<file path="config.mk">
export PLATFORM = sky130hd
export DESIGN_NAME = rx_hex_word_flat
export DESIGN_NICKNAME = d
export VERILOG_FILES = /design/src/rtl/rx_hex_word_pkg.sv /design/src/rtl/rx_hex_word_if.sv /design/src/rtl/uart_rx.sv /design/src/rtl/rx_hex_word.sv /design/src/flat_wrapper.sv
export SDC_FILE = /design/constraint.sdc
export NUM_CORES = 1
export LEC_CHECK = 0
export ABC_AREA = 1
export CORE_MARGIN = 3
export CORE_UTILIZATION = 35
export CTS_CLUSTER_DIAMETER = 120
export DETAILED_ROUTE_END_ITERATION = 8
export SYNTH_ARGS = -nofsm -noshare
export SYNTH_HDL_FRONTEND = slang
export SYNTH_SLANG_ARGS = --single-unit
</file>
<file path="constraint.sdc">
create_clock -name clk -period 4.3 [get_ports clk]
set_clock_uncertainty 0.2 [all_clocks]
set_input_delay 0.86 -clock clk [delete_from_list [all_inputs] [get_ports clk]]
set_output_delay 0.86 -clock clk [all_outputs]
set_load 0.005 [all_outputs]
</file>
<file path="src/rtl/rx_hex_word_pkg.sv">
// rtl/rx_hex_word_pkg.sv - ASCII constants and state encodings shared by the hex word receiver and transmitter
// Purpose: one place for the framing characters and the FSM encodings of
//          both the byte receiver and the word assembler.
package rx_hex_word_pkg;

    localparam logic [7:0] ASCII_CR = 8'h0d;
    localparam logic [7:0] ASCII_LF = 8'h0a;
    localparam logic [7:0] ASCII_0  = 8'h30;
    localparam logic [7:0] ASCII_UA = 8'h41;
    localparam logic [7:0] ASCII_LA = 8'h61;

    // Word assembler states
    typedef enum logic [1:0] {
        IDLE    = 2'd0,
        COLLECT = 2'd1,
        DISCARD = 2'd2
    } asm_state_t;

    // UART byte receiver states
    typedef enum logic [1:0] {
        RX_IDLE  = 2'd0,
        RX_START = 2'd1,
        RX_DATA  = 2'd2,
        RX_STOP  = 2'd3
    } uart_state_t;

endpackage

</file>
<file path="src/rtl/rx_hex_word_if.sv">
// rtl/rx_hex_word_if.sv - serial line, enable and word result bundle of the hex word receiver
// Purpose: groups the receiver's line side and result side.
// Signals: RX (serial line, idle high), enable, rx_data (last word),
//          valid (word pulse), error (rejection pulse).
// Modports: master drives the line and enable; slave is the receiver.
interface rx_hex_word_if #(
    parameter int RESOLUTION = 32
) ();
    logic                  RX;
    logic                  enable;
    logic [RESOLUTION-1:0] rx_data;
    logic                  valid;
    logic                  error;

    modport master (output RX, output enable, input rx_data, input valid, input error);
    modport slave  (input RX, input enable, output rx_data, output valid, output error);
endinterface

</file>
<file path="src/rtl/uart_rx.sv">
// rtl/uart_rx.sv - 8N1 UART byte receiver, counterpart of uart_tx
// Purpose: recovers bytes from an idle-high, LSB-first serial line with
//          2^SHIFT clk cycles per bit.
// Ports: clk, reset (async, active high), rx_i (serial line), enable_i
//        (low holds the receiver idle), data_o (received byte), strobe_o
//        (one-cycle byte strobe), ferr_o (stop bit was low, valid with strobe).
module uart_rx
    import rx_hex_word_pkg::*;
#(
    parameter int SHIFT = 4
) (
    input  logic       clk,
    input  logic       reset,
    input  logic       rx_i,
    input  logic       enable_i,
    output logic [7:0] data_o,
    output logic       strobe_o,
    output logic       ferr_o
);
    localparam logic [SHIFT-1:0] CNT_HALF = SHIFT'(2 ** (SHIFT - 1) - 1);
    localparam logic [SHIFT-1:0] CNT_FULL = SHIFT'(2 ** SHIFT - 1);

    logic sync1_q, sync2_q, prev_q;
    uart_state_t state_q, state_d;
    logic [SHIFT-1:0] cnt_q, cnt_d;
    logic [2:0] bit_q, bit_d;
    logic [7:0] shift_q, shift_d;
    logic strobe_q, strobe_d;
    logic ferr_q, ferr_d;

    // Synchroniser plus one history flop for falling-edge detection; all
    // preset high so a reset never looks like a start bit.
    always_ff @(posedge clk or posedge reset) begin
        if (reset) begin
            sync1_q <= 1'b1;
            sync2_q <= 1'b1;
            prev_q  <= 1'b1;
        end else begin
            sync1_q <= rx_i;
            sync2_q <= sync1_q;
            prev_q  <= sync2_q;
        end
    end

    always_ff @(posedge clk or posedge reset) begin
        if (reset) begin
            state_q  <= RX_IDLE;
            cnt_q    <= '0;
            bit_q    <= '0;
            shift_q  <= '0;
            strobe_q <= 1'b0;
            ferr_q   <= 1'b0;
        end else begin
            state_q  <= state_d;
            cnt_q    <= cnt_d;
            bit_q    <= bit_d;
            shift_q  <= shift_d;
            strobe_q <= strobe_d;
            ferr_q   <= ferr_d;
        end
    end

    always_comb begin
        state_d  = state_q;
        cnt_d    = cnt_q + SHIFT'(1);
        bit_d    = bit_q;
        shift_d  = shift_q;
        strobe_d = 1'b0;
        ferr_d   = ferr_q;
        case (state_q)
            RX_IDLE: begin
                cnt_d = '0;
                if (prev_q && !sync2_q) state_d = RX_START;
            end
            RX_START: begin
                // Half a bit after the edge: a high line means a glitch.
                if (cnt_q == CNT_HALF) begin
                    cnt_d   = '0;
                    bit_d   = '0;
                    state_d = sync2_q ? RX_IDLE : RX_DATA;
                end
            end
            RX_DATA: begin
                if (cnt_q == CNT_FULL) begin
                    shift_d = {sync2_q, shift_q[7:1]};
                    bit_d   = bit_q + 3'd1;
                    if (bit_q == 3'd7) state_d = RX_STOP;
                end
            end
            RX_STOP: begin
                if (cnt_q == CNT_FULL) begin
                    strobe_d = 1'b1;
                    ferr_d   = !sync2_q;
                    state_d  = RX_IDLE;
                end
            end
            default: state_d = RX_IDLE;
        endcase
        if (!enable_i) begin
            state_d  = RX_IDLE;
            cnt_d    = '0;
            strobe_d = 1'b0;
        end
    end

    assign data_o   = shift_q;
    assign strobe_o = strobe_q;
    assign ferr_o   = ferr_q;
endmodule

</file>
<file path="src/rtl/rx_hex_word.sv">
// rtl/rx_hex_word.sv - receives CR-terminated ASCII hex words over a UART line
// Purpose: decodes TOTAL_NIBBLES hex digits (MSB first) followed by CR into
//          a RESOLUTION-bit word; LF is ignored everywhere.
// Ports: clk, reset (async, active high), bus (slave modport: RX, enable in;
//        rx_data, valid, error out).
module rx_hex_word
    import rx_hex_word_pkg::*;
#(
    parameter int SHIFT         = 4,
    parameter int RESOLUTION    = 32,
    parameter int TOTAL_NIBBLES = RESOLUTION / 4
) (
    input logic           clk,
    input logic           reset,
    rx_hex_word_if.slave  bus
);
    localparam int CW = $clog2(TOTAL_NIBBLES + 1);
    localparam logic [CW-1:0] CNT_MAX = CW'(TOTAL_NIBBLES);

    logic [7:0] rx_byte;
    logic rx_strobe, rx_ferr;
    logic [4:0] dec;

    asm_state_t state_q, state_d;
    logic [RESOLUTION-1:0] shreg_q, shreg_d;
    logic [RESOLUTION-1:0] rx_data_q, rx_data_d;
    logic [CW-1:0] count_q, count_d;
    logic valid_q, valid_d;
    logic error_q, error_d;

    uart_rx #(.SHIFT(SHIFT)) u_rx (
        .clk      (clk),
        .reset    (reset),
        .rx_i     (bus.RX),
        .enable_i (bus.enable),
        .data_o   (rx_byte),
        .strobe_o (rx_strobe),
        .ferr_o   (rx_ferr)
    );

    // Returns {is_hex, nibble}
    function automatic logic [4:0] hex_decode(input logic [7:0] c);
        if (c >= ASCII_0 && c <= ASCII_0 + 8'd9)
            return {1'b1, 4'(c - ASCII_0)};
        else if (c >= ASCII_UA && c <= ASCII_UA + 8'd5)
            return {1'b1, 4'(c - ASCII_UA + 8'd10)};
        else if (c >= ASCII_LA && c <= ASCII_LA + 8'd5)
            return {1'b1, 4'(c - ASCII_LA + 8'd10)};
        else
            return 5'd0;
    endfunction

    assign dec = hex_decode(rx_byte);

    always_ff @(posedge clk or posedge reset) begin
        if (reset) begin
            state_q   <= IDLE;
            shreg_q   <= '0;
            rx_data_q <= '0;
            count_q   <= '0;
            valid_q   <= 1'b0;
            error_q   <= 1'b0;
        end else begin
            state_q   <= state_d;
            shreg_q   <= shreg_d;
            rx_data_q <= rx_data_d;
            count_q   <= count_d;
            valid_q   <= valid_d;
            error_q   <= error_d;
        end
    end

    always_comb begin
        state_d   = state_q;
        shreg_d   = shreg_q;
        rx_data_d = rx_data_q;
        count_d   = count_q;
        valid_d   = 1'b0;
        error_d   = 1'b0;
        if (!bus.enable) begin
            state_d = IDLE;
            count_d = '0;
        end else if (rx_strobe) begin
            if (rx_ferr) begin
                error_d = 1'b1;
                state_d = DISCARD;
                count_d = '0;
            end else if (rx_byte != ASCII_LF) begin
                case (state_q)
                    IDLE: begin
                        if (dec[4]) begin
                            shreg_d = RESOLUTION'(dec[3:0]);
                            count_d = CW'(1);
                            state_d = COLLECT;
                        end else if (rx_byte != ASCII_CR) begin
                            error_d = 1'b1;
                            state_d = DISCARD;
                        end
                    end
                    COLLECT: begin
                        if (dec[4] && count_q < CNT_MAX) begin
                            shreg_d = (shreg_q << 4) | RESOLUTION'(dec[3:0]);
                            count_d = count_q + CW'(1);
                        end else if (rx_byte == ASCII_CR) begin
                            // Short word: reported, but the held word stays.
                            if (count_q == CNT_MAX) begin
                                rx_data_d = shreg_q;
                                valid_d   = 1'b1;
                            end else begin
                                error_d = 1'b1;
                            end
                            state_d = IDLE;
                            count_d = '0;
                        end else begin
                            error_d = 1'b1;
                            state_d = DISCARD;
                            count_d = '0;
                        end
                    end
                    DISCARD: begin
                        if (rx_byte == ASCII_CR) state_d = IDLE;
                    end
                    default: state_d = IDLE;
                endcase
            end
        end
    end

    assign bus.rx_data = rx_data_q;
    assign bus.valid   = valid_q;
    assign bus.error   = error_q;
endmodule
</file>
<file path="src/flat_wrapper.sv">
// flat-port wrapper written by rule: the top's interface ports become plain ports
module rx_hex_word_flat import rx_hex_word_pkg::*;
#(
    parameter int SHIFT         = 4,
    parameter int RESOLUTION    = 32,
    parameter int TOTAL_NIBBLES = RESOLUTION / 4
)
  (clk, reset, bus_RX, bus_enable, bus_rx_data, bus_valid, bus_error);
  rx_hex_word_if #(.RESOLUTION(RESOLUTION)) bus_i ();
  input logic clk;
  input logic reset;
  input wire logic [$bits(bus_i.RX)-1:0] bus_RX;
  input wire logic [$bits(bus_i.enable)-1:0] bus_enable;
  output wire logic [$bits(bus_i.rx_data)-1:0] bus_rx_data;
  output wire logic [$bits(bus_i.valid)-1:0] bus_valid;
  output wire logic [$bits(bus_i.error)-1:0] bus_error;
  assign bus_i.RX = bus_RX;
  assign bus_i.enable = bus_enable;
  assign bus_rx_data = bus_i.rx_data;
  assign bus_valid = bus_i.valid;
  assign bus_error = bus_i.error;
  rx_hex_word #(.SHIFT(SHIFT), .RESOLUTION(RESOLUTION), .TOTAL_NIBBLES(TOTAL_NIBBLES)) u_core (.clk(clk), .reset(reset), .bus(bus_i));
endmodule
</file>
### Word level (Yosys, flattened, before mapping)

Cells that the tools add are included.

* add/sub/neg operators: 8
* $mul: 0
* divide/modulo/power cells: 0
* order comparisons: 7
* equality and inequality tests: 28
* shift operators: 0
* multiplexer cells: 58
* bitwise operators: 3
* reduce and logical (&&, ||, !) cells: 18

Operator list (count)
* 32-bit 2-to-1 mux: 2
* 32-bit case mux with 2 select lines: 1
* 2-bit 2-to-1 mux: 16
* 4-bit 2-to-1 mux: 8
* 32-bit by 4-bit bitwise OR with 32-bit output: 1
* 1-bit 2-to-1 mux: 20
* 8-bit by 7-bit greater-or-equal comparator with 1-bit output (second input constant): 2
* 8-bit by 7-bit <= comparator with 1-bit output (second input constant): 2
* 8-bit by 4-bit inequality test with 1-bit output (second input constant): 2
* 4-bit case mux with 2 select lines: 2
* 5-bit 2-to-1 mux: 3
* 3-bit inequality test (second input constant): 5
* 4-bit by 1-bit subtractor with 4-bit output (second input constant): 3
* 5-bit AND reduction: 2
* 4-bit by 1-bit adder with 4-bit output (second input constant): 2
* 4-bit adder (second input constant): 2
* 4-bit equality test (second input constant): 2
* 8-bit by 4-bit equality test with 1-bit output (second input constant): 1
* 8-bit by 6-bit greater-or-equal comparator with 1-bit output (second input constant): 1
* 8-bit by 6-bit <= comparator with 1-bit output (second input constant): 1
* 4-bit by 3-bit inequality test with 1-bit output (second input constant): 2
* 2-bit case mux with 4 select lines: 1
* 8-bit AND reduction: 1
* 7-bit AND reduction: 1
* other kinds (24): 39

* bits in registers: 94
* latch bits: 0
* bits in writable memories: 0
* memory bits (read-only): 0
* bits of input ports: 4
* memories: 0

### Depth between registers and ports, before layout

* depth after elaboration: 12
* depth in mapped cells: 13
* mapped depth without buffers: 12

### Cells and area by module

A second synthesis with hierarchy kept.

* cells, all modules: 510
* area, all modules: 4626.9 µm²

Modules (own cells, without submodules)
* rx_hex_word: instances 1, cells an instance 402, area each 3674.8 µm², seq. area each 1801.7 µm²
* uart_rx: instances 1, cells an instance 108, area each 952.2 µm², seq. area each 554.3 µm²

### Least setup slack after synthesis

No wires, ideal clock.

* path type: input port to flip-flop
* start point: input bus_enable
* end point: register u_core.shreg_q[0]
* library setup time: 0.117 ns
* arrival: 1.749 ns
* data required time: 3.983 ns
* path slack: 2.233 ns
* stages: 8
* path through: nand2_1 > inv_2 > nand3b_4 > nor2_2 > nand3_1 > buf_2 > nand2_1 > nand2_1

* longest elaborated chain between the ends: 1

Ends and longest elaborated chain
* start: declaration: RTL line flat_wrapper.sv:13 `input wire logic [$bits(bus_i.enable)-1:0] bus_enable;`
* 7-bit AND reduction (no line)
* end signal: assignment: RTL line rx_hex_word.sv:65 `shreg_q <= shreg_d;`
* end: declaration: RTL line rx_hex_word.sv:25 `logic [RESOLUTION-1:0] shreg_q, shreg_d;`

No other way between the ends.
A chain may end at the register's enable or synchronous reset.

### Final worst setup path

* start point: register u_core.u_rx.shift_q[0], in the netlist u_core.u_rx.data_o[0]
* end point: register u_core.rx_data_q[29], in the netlist u_core.bus.rx_data[29]

* longest elaborated chain between the ends: 8

Ends and longest elaborated chain
* start: declaration: RTL line uart_rx.sv:27 `logic [7:0] shift_q, shift_d;`
* start signal: assignment: RTL line uart_rx.sv:57 `shift_q <= shift_d;`
* 8-bit by 7-bit greater-or-equal comparator with 1-bit output / 8-bit by 7-bit <= comparator with 1-bit output (equally long branches): RTL line rx_hex_word.sv:47 `else if (c >= ASCII_LA && c <= ASCII_LA + 8'd5)`
* 1-bit logical AND: RTL line rx_hex_word.sv:47
* 5-bit 2-to-1 mux: RTL line rx_hex_word.sv:47
* 5-bit 2-to-1 mux: RTL line rx_hex_word.sv:45 `else if (c >= ASCII_UA && c <= ASCII_UA + 8'd5)`
* 5-bit 2-to-1 mux: RTL line rx_hex_word.sv:43 `if (c >= ASCII_0 && c <= ASCII_0 + 8'd9)`
* 1-bit logical AND: RTL line rx_hex_word.sv:101 `if (dec[4] && count_q < CNT_MAX) begin`
* 1-bit inverter (no line)
* 8-bit AND reduction (no line) *
* end signal: assignment: RTL line rx_hex_word.sv:66 `rx_data_q <= rx_data_d;`
* end: declaration: RTL line rx_hex_word.sv:26 `logic [RESOLUTION-1:0] rx_data_q, rx_data_d;`

Mark *: on every way between the ends. The rest lies on a longest branch, timed or not.

==> flow_results.org <==
** Outcome
- The run finished with clean final reports.

** Floorplan
- 38 I/O pins were placed.
- Measured along the x axis, the die boundary spans 119.4 um.
- The floorplan has 40 rows.
- The floorplan step defined a core boundary enclosing 12310 um2.
- Initial core utilization :: 36.58%
- From bottom edge to top edge, the die measures 119.4 um.
- Total die area :: 14260 um2

** Setup path
- The worst register-to-register path ends at u_core.bus.rx_data[29].
- Crit. End Element :: flip-flop
- The worst setup path is of the flip-flop to flip-flop kind.
- In this run the worst setup path terminates at u_core.bus.rx_data[29].
- FF-to-FF Start :: u_core.u_rx.data_o[0]
- Reg2Reg Setup Slack :: 1180 ps
- Data required time at the worst endpoint :: 4330 ps
- Critical Path Start :: u_core.u_rx.data_o[0]
- Worst Reg2Reg Path Length in Cells :: 12
- The worst setup path is launched from a flip-flop.
- CP Data Arrival Time :: 3160 ps
- Critical Path Fanout Max :: 35

** STA
- Relative slew slack :: 37.83%
- Setup total negative slack on the finished layout was measured at 0 ps.
- The tightest hold path in the finished design has a slack of 156.1 ps.
- Setup violation total in the final timing report :: 0
- Setup repair after global routing left no endpoint under its margin.
- For this run, the top clock speed supported by timing is 320.3 MHz.
- Shortest period the worst path allows :: 3122 ps
- The final count of pins violating max slew is 0.
- Of the available clock period, the critical path in the final layout requires 72.60%.
- At the pin with the least slew margin, the transition time is 931.5 ps.
- The final count of hold timing violations came to 0.

** Flow run
- Max cap viols :: 0

** Power
- Fraction of power consumed by sequential logic :: 48.8%
- Total power per unit cell area :: 364.2 nW/um2
- Static power due to leakage :: 2.650 nW
- Net switching is 25.71% of the power.
- In this run, the combinational gates consume 10.4% of the power.
- In this run the power spent charging and discharging nets is 497.8 uW.
- Clock network fraction of design power :: 40.8%
- Overall power consumption after layout is estimated at 1.936 mW.
- Highest ir drop seen on vdd :: 0.0002671 V
- Int Pwr :: 1.438 mW

** CTS
- The tree built by TritonCTS fans out to 94 sinks.
- Library cell used as clock root buffer :: clkbuf_16
- Setup Fix Bufs, Post-CTS :: 0
- CTS built an H-tree with a depth of 3.
- Number of buffers on the longest clock path :: 2
- The number of hold buffers added after CTS was 0.
- Clock insertion delay at the later pin of the skew report :: 340 ps
- Total CTS buffers :: 9
- Resized cells post-CTS :: 0
- TritonCTS clock tree :: done
- Clock-pin slew was measured on the worst setup and hold paths at 70 ps.

** Detailed routing
- Total via count in the routed design :: 3598
- Number of DRC violations after detailed-routing iteration 0 :: 240
- Antenna viol nets, final :: 0
- 1st-pass router iterations :: 5
- Average wire per cell in the routed design :: 12.19 um
- DRC violation count after routing :: 0
- Wires add up to 9215 um.
- Detailed-route vias per instance :: 4.759

** Layout
- Number of nets in the layout :: 600
- Fraction of layout cells with a size suffix above 1 :: 6.803%
- After the flow finishes, the layout carries non-filler instances totaling 756.
- Relative to the synthesized area, the layout overhead comes to 18.06%.
- Antenna diode count :: 0

** Global route
- Global routing finished with a remaining overflow of 0.
- Entering global routing, the biggest net connects 55 pins.
- Wire length of the first global-routing pass :: 16530 um
- Initial antenna violation count :: 0
- The via count of the first global-routing pass was 3541.
- Global routing consumed, over all layers together, 14.01% of the routing resources.

** Synthesis
- The synthesized design devotes to its leading area cell type 50.57% of total area.
- Flip-flop cell with the highest count after synthesis :: dfrtp_1
- The mapped netlist covers 4503 um2.
- Library cell with the highest instance count after synthesis :: nand2_1
- Most area-consuming cells after synthesis :: dfrtp_1 (51%), nand2_1 (15%), nand3_1 (5.6%)
- Leading area contributor after synthesis :: dfrtp_1
- Post-synthesis register bit count :: 94
- Top cell types by occurrence after synthesis :: nand2_1 (176), dfrtp_1 (91), inv_1 (59)
- The share of the Yosys chip area taken by registers is 52.32%.
- The number of nets in the synthesized netlist is 572.
- Yosys warnings :: 0
- Count of mapped cells out of synthesis :: 555
- After synthesis, the share of flip-flops with an asynchronous set or reset is 100.0%.
- Number of distinct library cells after synthesis :: 25
- Syn avg cell area :: 8.114 um2
- Number of enable-type register cells in the synthesized netlist :: 0

** Placement
- Routability-driven placement finished with a final weighted congestion of 0.8658.
- The count of buffers added on input and output ports is 37.
- Number of cells in the design after placement :: 740
- Post-DP HPWL :: 5932 um

** Min path
- In this run the worst hold path is classified as flip-flop to flip-flop.
## flip-flops by register name, summed over array words and instances, names as in the netlist
name / flops
u_core.u_rx.sync1_q: 1
u_core.u_rx.state_q: 2
u_core.state_q: 2
u_core.u_rx.data_o: 8
u_core.shreg_q: 32
u_core.u_rx.bit_q: 3
u_core.bus.valid: 1
u_core.u_rx.strobe_o: 1
u_core.bus.error: 1
u_core.bus.rx_data: 32
u_core.count_q: 4
u_core.u_rx.ferr_o: 1
u_core.u_rx.cnt_q: 4
u_core.u_rx.prev_q: 1
u_core.u_rx.sync2_q: 1
## placed cells by master (no fill, tap or decap), types with 2 or more instances in the layout
master / netlist / layout
clkbuf_16: 0 / 9
nor2_1: 51 / 51
buf_4: 0 / 4
nand2_1: 176 / 176
nand3_2: 3 / 3
xor2_1: 3 / 3
nand3_1: 50 / 50
o21ai_0: 22 / 22
nand4_1: 34 / 34
dfrtp_1: 91 / 91
dfstp_2: 3 / 3
ha_1: 13 / 13
inv_6: 0 / 3
clkdlybuf4s50_1: 0 / 37
a21oi_1: 7 / 7
clkinv_2: 0 / 3
nand2_2: 3 / 3
inv_2: 4 / 4
inv_1: 59 / 58
nor3_1: 2 / 2
nor2_2: 2 / 2
## logic make-up (layout without fill, tap and decap cells)
| family | Yosys count | count (layout) | share of synthesized area, % |
|---|---|---|---|
| adder cells (fa/ha/maj) | 13 | 13 | 3.612 |
| AO/OA/AOI/OAI | 31 | 31 | 3.557 |
| buffers and inverters | 88 | 121 | 7.780 |
| XOR/XNOR | 3 | 3 | 0.5836 |
| flip-flops | 94 | 94 | 52.32 |
| AND/OR/NAND/NOR | 326 | 326 | 32.15 |
## metal layers
layer / track usage [%] / wire [um] / up-vias
met2: 23.60 / 4504 / 60
met4: 4.939 / 167 / 0
met3: 3.466 / 373 / 12
li1: - / - / 1816
met5: 0 / 0 / -
met1: 17.52 / 4169 / 1710
## how the worst min path moves through the flow
stage                        start                   to  slack [ps]  depth (start not counted)
3_5_place_dp   u_core.u_rx.sync1_q  u_core.u_rx.sync2_q         150                          0
5_1_grt        u_core.u_rx.sync1_q  u_core.u_rx.sync2_q         170                          0
4_1_cts        u_core.u_rx.sync1_q  u_core.u_rx.sync2_q         160                          0
6_report       u_core.u_rx.sync1_q  u_core.u_rx.sync2_q         160                          0
3_3_place_gp   u_core.u_rx.sync1_q  u_core.u_rx.sync2_q         150                          0
2_1_floorplan  u_core.u_rx.sync1_q  u_core.u_rx.sync2_q         150                          0
## power groups by stage
stage | sequential [mW] | combinational, mW | clock, mW
final | 0.945 | 0.202 | 0.790
after global routing | 0.949 | 0.238 | 0.853
after CTS | 0.944 | 0.203 | 0.821
after detailed placement | 0.961 | 0.203 | 0
after global placement | 0.959 | 0.192 | 0
after floorplan | 0.954 | 0.153 | 0
## through the flow
step | cell area (um2) | utilization, % | worst slack (ps)
6_report | 5316 | 43.18 | 1178
5_1_grt | 5316 | 43.18 | 785.7
4_1_cts | 5316 | 43.18 | 1120
3_5_place_dp | 5021 | 40.78 | 937.0
3_3_place_gp | 5021 | 40.78 | 979.6
2_1_floorplan | 4503 | - | 796.3
## worst max-delay path: stages (launching register included)
cell and delay (ps):
dfrtp_1 430, inv_1 100, ha_1 220, nor2_1 100, nand2_1 70, nand3_2 150
nand2_2 120, nand2_2 100, nand2_4 230, inv_2 540, nand2_2 500, nand2_1 170
nand2_1 60
## area by class of cell
| type | count | area, um2 |
|---|---|---|
| fillers | 1253 | 6995 |
| flip-flops and latches | 94 | 2356 |
| multi-input cells | 373 | 1797 |
| repair buffers | 42 | 420.4 |
| inverters | 63 | 237.7 |
| clock buffers | 10 | 229.0 |
| well taps | 168 | 210.2 |
| clock inverters | 6 | 66.31 |
No activity file was read; power rests on OpenSTA's default activity.
